### config.mk
export PLATFORM = sky130hd
export DESIGN_NAME = psum_unpack_acc
export DESIGN_NICKNAME = d
export VERILOG_FILES = /design/src/rtl/diff_demo_pkg.sv /design/src/rtl/sat_lane_add.sv /design/src/rtl/psum_unpack_acc.sv
export SDC_FILE = /design/constraint.sdc
export NUM_CORES = 1
export LEC_CHECK = 0
export ABC_AREA = 1
export CORE_MARGIN = 8
export CORE_UTILIZATION = 61
export CTS_CLUSTER_DIAMETER = 150
export CTS_CLUSTER_SIZE = 12
export DETAILED_ROUTE_END_ITERATION = 8
export PLACE_DENSITY = 0.88
export SYNTH_ARGS = -nofsm -noshare
export SYNTH_HDL_FRONTEND = slang
export SYNTH_SLANG_ARGS = --single-unit
export TNS_END_PERCENT = 20
### constraint.sdc
create_clock -name clk -period 6.9 [get_ports clk]
set_input_delay 1.725 -clock clk [delete_from_list [all_inputs] [get_ports clk]]
set_output_delay 1.725 -clock clk [all_outputs]
set_load 0.02 [all_outputs]
### src/rtl/diff_demo_pkg.sv
// rtl/diff_demo_pkg.sv - shared widths and state encoding for the psum accumulator
package diff_demo_pkg;

  localparam int PSUM_WIDTH        = 24;
  localparam int ACC_WIDTH_DEFAULT = 32;

  typedef enum logic [1:0] {
    ACC_IDLE,
    ACC_RUN,
    ACC_HOLD
  } acc_state_e;

endpackage

### src/rtl/sat_lane_add.sv
// rtl/sat_lane_add.sv - unsigned saturating adder for one accumulator lane
module sat_lane_add #(
  parameter int ACC_WIDTH = 32
) (
  input  logic [ACC_WIDTH-1:0] i_a,
  input  logic [ACC_WIDTH-1:0] i_b,
  output logic [ACC_WIDTH-1:0] o_sum,
  output logic                 o_ovf
);

  logic [ACC_WIDTH:0] w_full;

  assign w_full = {1'b0, i_a} + {1'b0, i_b};
  assign o_ovf  = w_full[ACC_WIDTH];
  assign o_sum  = o_ovf ? {ACC_WIDTH{1'b1}} : w_full[ACC_WIDTH-1:0];

endmodule

### src/rtl/psum_unpack_acc.sv
// rtl/psum_unpack_acc.sv - splits packed psums into lanes and accumulates them per group
module psum_unpack_acc #(
  parameter int PSUM_WIDTH = diff_demo_pkg::PSUM_WIDTH,
  parameter int ACC_WIDTH  = diff_demo_pkg::ACC_WIDTH_DEFAULT,
  parameter int CNT_WIDTH  = 8
) (
  input  logic                  clk,
  input  logic                  rst,
  input  logic                  in_valid,
  output logic                  in_ready,
  input  logic                  in_mode,
  input  logic [PSUM_WIDTH-1:0] in_psum,
  input  logic                  in_last,
  output logic                  out_valid,
  input  logic                  out_ready,
  output logic                  out_mode,
  output logic [ACC_WIDTH-1:0]  out_acc_hi,
  output logic [ACC_WIDTH-1:0]  out_acc_lo,
  output logic [CNT_WIDTH-1:0]  out_cnt,
  output logic                  out_ovf,
  output logic                  err_mode
);

  import diff_demo_pkg::*;

  localparam int HALF = PSUM_WIDTH / 2;

  acc_state_e            r_state, w_next;
  logic [ACC_WIDTH-1:0]  r_acc_hi, r_acc_lo;
  logic [CNT_WIDTH-1:0]  r_cnt;
  logic                  r_ovf, r_grp_mode, r_err_mode;
  logic                  w_in_ready, w_out_valid, w_in_fire, w_first, w_mode;
  logic [ACC_WIDTH-1:0]  w_lane_hi, w_lane_lo, w_base_hi, w_base_lo, w_sum_hi, w_sum_lo;
  logic                  w_ovf_hi, w_ovf_lo;

  always_ff @(posedge clk or posedge rst) begin
    if (rst) r_state <= ACC_IDLE;
    else     r_state <= w_next;
  end

  always_comb begin
    w_next      = r_state;
    w_in_ready  = 1'b1;
    w_out_valid = 1'b0;
    case (r_state)
      ACC_IDLE: if (in_valid) w_next = in_last ? ACC_HOLD : ACC_RUN;
      ACC_RUN:  if (in_valid && in_last) w_next = ACC_HOLD;
      ACC_HOLD: begin
        w_in_ready  = 1'b0;
        w_out_valid = 1'b1;
        if (out_ready) w_next = ACC_IDLE;
      end
      default:  w_next = ACC_IDLE;
    endcase
  end

  // The first beat of a group decides the lane split and overwrites stale sums.
  assign w_in_fire = in_valid && w_in_ready;
  assign w_first   = (r_state == ACC_IDLE);
  assign w_mode    = w_first ? in_mode : r_grp_mode;
  assign w_lane_lo = w_mode ? ACC_WIDTH'(in_psum[HALF-1:0]) : ACC_WIDTH'(in_psum);
  assign w_lane_hi = w_mode ? ACC_WIDTH'(in_psum[PSUM_WIDTH-1:HALF]) : '0;
  assign w_base_hi = w_first ? '0 : r_acc_hi;
  assign w_base_lo = w_first ? '0 : r_acc_lo;

  sat_lane_add #(.ACC_WIDTH(ACC_WIDTH)) u_add_hi (
    .i_a(w_base_hi), .i_b(w_lane_hi), .o_sum(w_sum_hi), .o_ovf(w_ovf_hi)
  );

  sat_lane_add #(.ACC_WIDTH(ACC_WIDTH)) u_add_lo (
    .i_a(w_base_lo), .i_b(w_lane_lo), .o_sum(w_sum_lo), .o_ovf(w_ovf_lo)
  );

  always_ff @(posedge clk or posedge rst) begin
    if (rst) begin
      r_acc_hi   <= '0;
      r_acc_lo   <= '0;
      r_cnt      <= '0;
      r_ovf      <= 1'b0;
      r_grp_mode <= 1'b0;
      r_err_mode <= 1'b0;
    end else if (w_in_fire) begin
      r_acc_hi   <= w_sum_hi;
      r_acc_lo   <= w_sum_lo;
      r_grp_mode <= w_mode;
      r_ovf      <= (w_first ? 1'b0 : r_ovf) | w_ovf_hi | w_ovf_lo;
      if (w_first)             r_cnt <= CNT_WIDTH'(1);
      else if (r_cnt != '1)    r_cnt <= r_cnt + CNT_WIDTH'(1);
      if (!w_first && (in_mode != r_grp_mode)) r_err_mode <= 1'b1;
    end
  end

  assign in_ready   = w_in_ready;
  assign out_valid  = w_out_valid;
  assign out_mode   = r_grp_mode;
  assign out_acc_hi = r_acc_hi;
  assign out_acc_lo = r_acc_lo;
  assign out_cnt    = r_cnt;
  assign out_ovf    = r_ovf;
  assign err_mode   = r_err_mode;

endmodule
# Yosys cells after proc, flatten, opt, wreduce, memory -nomap -nowiden
# Index checks and enable logic that the tools add are counted.
[word_totals]
ff_bits = 77
input_bits = 30
[classes]
addsub = 3
n_eq_ne = 7
n_mux = 17
n_bitwise = 2
n_reduce_logical = 9
[op_table]
columns = ["operator", "n"]
rows = [
  ["$mux 32", 4],
  ["$add 32x12->33", 1],
  ["$add 32x24->33", 1],
  ["$mux 24", 1],
  ["$mux 8", 2],
  ["$mux 12", 1],
  ["$add 8x1->8 const B", 1],
  ["$mux 2", 4],
  ["$ne 8x8->1 const B", 1],
  ["$ne 2x2->1 const B", 3],
  ["$pmux 2 s3", 1],
  ["$mux 1", 4],
  ["$reduce_and 2->1", 2],
  ["$logic_and 1x1->1", 3],
  ["$reduce_and 3->1", 1],
  ["$eq 2x1->1 const B", 1],
  ["$eq 2x2->1 const B", 1],
  ["$logic_not 2->1", 1],
  ["$or 1x1->1", 2],
  ["$reduce_bool 2->1", 1],
  ["$logic_not 1->1", 1],
  ["$ne 1x1->1", 1],
]

# Logic depth before layout (Yosys ltp)
[depth]
ltp_word = 6
ltp_mapped = 22

# Cells and area by module
# From an unflattened synthesis, not the netlist that was laid out.
[unflattened]
hier_cells = 1622
area_unflattened_um2 = 9295.2
[modules_own_cells]
columns = ["mod", "n_inst", "cells_per_inst", "area_per_inst_um2", "seq_area_each_um2"]
rows = [
  ["psum_unpack_acc", 1, 479, 3677.3, 1926.8],
  ["sat_lane_add (u_add_lo)", 1, 578, 2815.2, 0.0],
  ["sat_lane_add (u_add_hi)", 1, 565, 2802.7, 0.0],
]

# Worst setup path after synthesis
# OpenSTA, ideal clock, no wires.
[synth_path]
path_type = "input port to flip-flop"
start = "in in_mode"
end = "reg r_acc_lo[10], in the netlist out_acc_lo[10]"
setup_ns = 0.139
t_arrival_ns = 3.873
required_time_ns = 6.761
path_slack_ns = 2.889
stages = 15
cell_sequence = "or2_2 -> o21ai_0 -> inv_1 -> buf_2 -> nor2_1 -> ha_1 -> nand2_1 -> inv_1 -> nand2_1 -> nand2_1 -> a21oi_1 -> nand3_1 -> a21oi_2 -> buf_4 -> a22oi_1"
[synth_between]
elab_chain_cells = 4
[synth_lines]
columns = ["item", "line_no", "source"]
rows = [
  ["from (decl)", "psum_unpack_acc.sv:11", "input logic in_mode,"],
  ["$mux 1", "psum_unpack_acc.sv:60", "assign w_mode = w_first ? in_mode : r_grp_mode;"],
  ["$mux 24", "psum_unpack_acc.sv:61", "assign w_lane_lo = w_mode ? ACC_WIDTH'(in_psum[HALF-1:0]) : ACC_WIDTH'(in_psum);"],
  ["$add 32x24->33", "sat_lane_add.sv:13", "assign w_full = {1'b0, i_a} + {1'b0, i_b};"],
  ["$mux 32", "sat_lane_add.sv:15", "assign o_sum = o_ovf ? {ACC_WIDTH{1'b1}} : w_full[ACC_WIDTH-1:0];"],
  ["to (signal assigned)", "psum_unpack_acc.sv:84", "r_acc_lo <= w_sum_lo;"],
  ["to (decl)", "psum_unpack_acc.sv:29", "logic [ACC_WIDTH-1:0] r_acc_hi, r_acc_lo;"],
]
# No other way between the ends.
# A chain may end at the register's enable or synchronous reset.

# Worst setup path after layout
[layout_path]
start = "in in_mode"
end = "reg r_acc_hi[31], in the netlist out_acc_hi[31]"
[layout_between]
elab_chain_cells = 4
[layout_lines]
columns = ["item", "line_no", "source"]
rows = [
  ["$mux 1", "psum_unpack_acc.sv:60", ""],
  ["$mux 12", "psum_unpack_acc.sv:62", "assign w_lane_hi = w_mode ? ACC_WIDTH'(in_psum[PSUM_WIDTH-1:HALF]) : '0;"],
  ["$add 32x12->33", "sat_lane_add.sv:13", ""],
  ["$mux 32", "sat_lane_add.sv:15", ""],
  ["to (signal assigned)", "psum_unpack_acc.sv:83", "r_acc_hi <= w_sum_hi;"],
  ["to (decl)", "psum_unpack_acc.sv:29", ""],
]
# No other way between the ends.

==> results.json <==
{
  "outcome": "finished, final reports clean",
  "syn-num-nets": 1271,
  "start_kind": "input pin",
  "area_growth_pct": 20.1,
  "final_common_cell": "nand2_1",
  "setup_viol": 0,
  "track_usage_pct": 27.4,
  "worst_slew_pin_slew_ns": 1.04,
  "cts_resized": 0,
  "cts.sinks": 77,
  "dr.pass1.iters": 5,
  "hold_end": "err_mode",
  "ff2ff_setup_slack_ns": 2.60,
  "slew-limit-headroom_pct": 30.4,
  "fmax_ghz": 0.197,
  "tritoncts": "yes",
  "yosysSeqAreaShare_pct": 26.5,
  "rsz0062_at_grt": "no",
  "yosys-top-cells-area": "dfrtp_1, nand2_1, nor2_1",
  "placed_cells": 1441,
  "cts_root_buf": "clkbuf_16",
  "rr_worst_depth": 17,
  "diodes": 0,
  "critical_path.n_buffers_inverters": 4,
  "synthArstFlopShare_pct": 100,
  "min_period_ns": 5.07,
  "ios": 107,
  "fin_area_um2": 8740,
  "htreeDepth": 3,
  "cts_hold_buffers": 0,
  "fillCellCount": 1064,
  "tns_ns": 0,
  "p_per_area_nw_per_um2": 541,
  "synth_warnings": 0,
  "endpoint_kind": "flip-flop",
  "ant_nets": 0,
  "peakVddDrop_uv": 295,
  "drv_slew": 0,
  "drive_gt1_share_pct": 5.50,
  "post_cts_buffers": 0,
  "wl_per_cell_um": 14.8,
  "dpl.hpwl_mm": 16.8,
  "vias": 7739,
  "syn_area_per_cell_um2": 6.05,
  "remaining_drc_errors": 0,
  "synth-edff-count": 0,
  "hold_violations": 0,
  "leakagePower_nw": 4.70,
  "final_cell_mix": "nand2_1, nor2_1, inv_1",
  "p_total_mw": 4.73,
  "port_buffers": 106,
  "timing.final.crit_share_pct": 73.5,
  "critical-path-max-stage-delay_ns": 0.54,
  "grt_overflow_total": 0,
  "worstPathArrival_ns": 5.32,
  "grt_max_degree": 78,
  "die-width_um": 125,
  "path_max_fanout": 14,
  "clkTransAtPathRegs_ns": 0.07,
  "path_common_cell": "nand2_1",
  "clock_latency_ns": 0.35,
  "maxCapViolCount": 0,
  "syn_inst": 1202,
  "ys_types": 36,
  "yosysTopAreaCellShare_pct": 26.5,
  "cp.required_ns": 7.15,
  "initial_core_util_pct": 61.6,
  "cp_cell_sequence": "clkdlybuf4s50_1 > or2_2 > o21ai_0 > buf_4 > nor2_1 > ha_1 > fa_1 > nand2_1 > nand3_1 > nand3_1 > nand2_1 > nand2_1 > nand2_1 > nand2_1 > nor2_1 > nor2_2 > buf_4 > nand3_1 > nand2_1 > inv_1",
  "final_cells": 1457,
  "clockBufferDepth": 2,
  "antenna_found_initial": 0,
  "ys.flop_type": "dfrtp_1",
  "synth_seq_cells": 77,
  "rows": 40,
  "drtIter0Drc": 677,
  "place.gp.congestion": 0.952,
  "hp-start": "err_mode",
  "drt_wl_total_mm": 21.6,
  "placed_cell_area_um2": 8450,
  "dieHeight_um": 125,
  "cp_top_family": "simple AND/OR/NAND/NOR gates",
  "cts_buffers": 9,
  "clock_skew_ns": 0.00781,
  "core_area_um2": 11800,
  "grt_pass1_vias": 7130,
  "hold_depth": 1,
  "grt_first_pass_wirelength_mm": 35.2,
  "reg2reg_from": "r_state[0]",
  "die_area_um2": 15700,
  "worstHoldPathType": "reg2reg",
  "post-synth-top-area-cell": "dfrtp_1",
  "rr_endpoint": "out_acc_lo[31]",
  "synth_area_um2": 7270,
  "routed_via_density": 5.31,
  "critical_path_class": "in2reg",
  "fin_nets": 1374,
  "slowest_stage": "nor2_2"
}
==> power by group <==
part	internal (mW)	total (mW)	switching (mW)
Combinational	1.26	3.38	2.12
Clock	0.253	0.477	0.224
Sequential	0.672	0.871	0.199
==> cells in the mapped netlist, types with 2 or more instances <==
cell      number
dfrtp_1       77
buf_2          7
xor2_1        11
nor2_1       230
a211oi_1       2
inv_1        227
nor2_4         4
ha_1          37
buf_6          5
a21oi_2       10
fa_1           2
and3_1         3
a22oi_1       15
nand3_1       58
nand2_2        2
nand3b_1       7
nand4_1       12
xnor2_1       26
nor3_1         7
nand2_1      365
or2_2          2
nor2_2        17
clkbuf_1       4
a22oi_2       11
o21ai_0       15
a21oi_1       33
buf_1          4
==> worst max path at each step <==
| stage | startpoint | endpoint | slack, ns | cells past startpoint |
|---|---|---|---|---|
| 6_report | in_mode | out_acc_hi[31] | 1.83 | 20 |
| 5_1_grt | in_mode | out_acc_hi[31] | 1.62 | 20 |
| 2_1_floorplan | in_mode | out_acc_lo[10] | 2.89 | 15 |
| 3_3_place_gp | in_mode | out_acc_hi[31] | 1.60 | 20 |
| 4_1_cts | in_mode | out_acc_hi[31] | 1.88 | 20 |
| 3_5_place_dp | in_mode | out_acc_hi[31] | 1.52 | 20 |
==> kinds of logic after synthesis <==
| family | share of synthesized area [%] |
|---|---|
| AO/OA/AOI/OAI | 8.65 |
| XOR/XNOR | 4.46 |
| adder cells (fa/ha/maj) | 6.92 |
| buffers and inverters | 13.5 |
| flip-flops | 26.5 |
| AND/OR/NAND/NOR | 40.0 |
==> per-layer routing <==
layer	vias to the layer above	part of all wire, %	GRT usage (%)
li1	3867	-	-
met1	3531	45	35.9
met2	307	46	45.0
met3	34	7.1	4.97
met4	0	1.8	7.88
met5	-	0	0
==> per-stage QoR <==
stage | hold WS, ns | setup slack [ns] | util (%)
2_1_floorplan | 0.574 | 2.89 | -
3_3_place_gp | 0.459 | 1.60 | 71.5
3_5_place_dp | 0.460 | 1.52 | 71.5
4_1_cts | 0.487 | 1.88 | 74.0
5_1_grt | 0.501 | 1.62 | 74.0
6_report | 0.489 | 1.83 | 74.0
==> sequential cells by signal, indices dropped and copies added, names as in the netlist <==
signal	count
err_mode	1
out_acc_hi	32
out_acc_lo	32
out_cnt	8
out_mode	1
out_ovf	1
r_state	2
==> cell type report <==
cell class	count	area (um2)	share of cell area [%]
Multi-Input combinational cell	877	4370	50.0
Sequential cell	77	1930	22.1
Timing Repair Buffer	113	1110	12.7
Inverter	227	853	9.77
Clock buffer	9	225	2.58
Tap cell	147	184	2.11
Clock inverter	7	63.8	0.730
No activity file was read; power rests on OpenSTA's default activity.
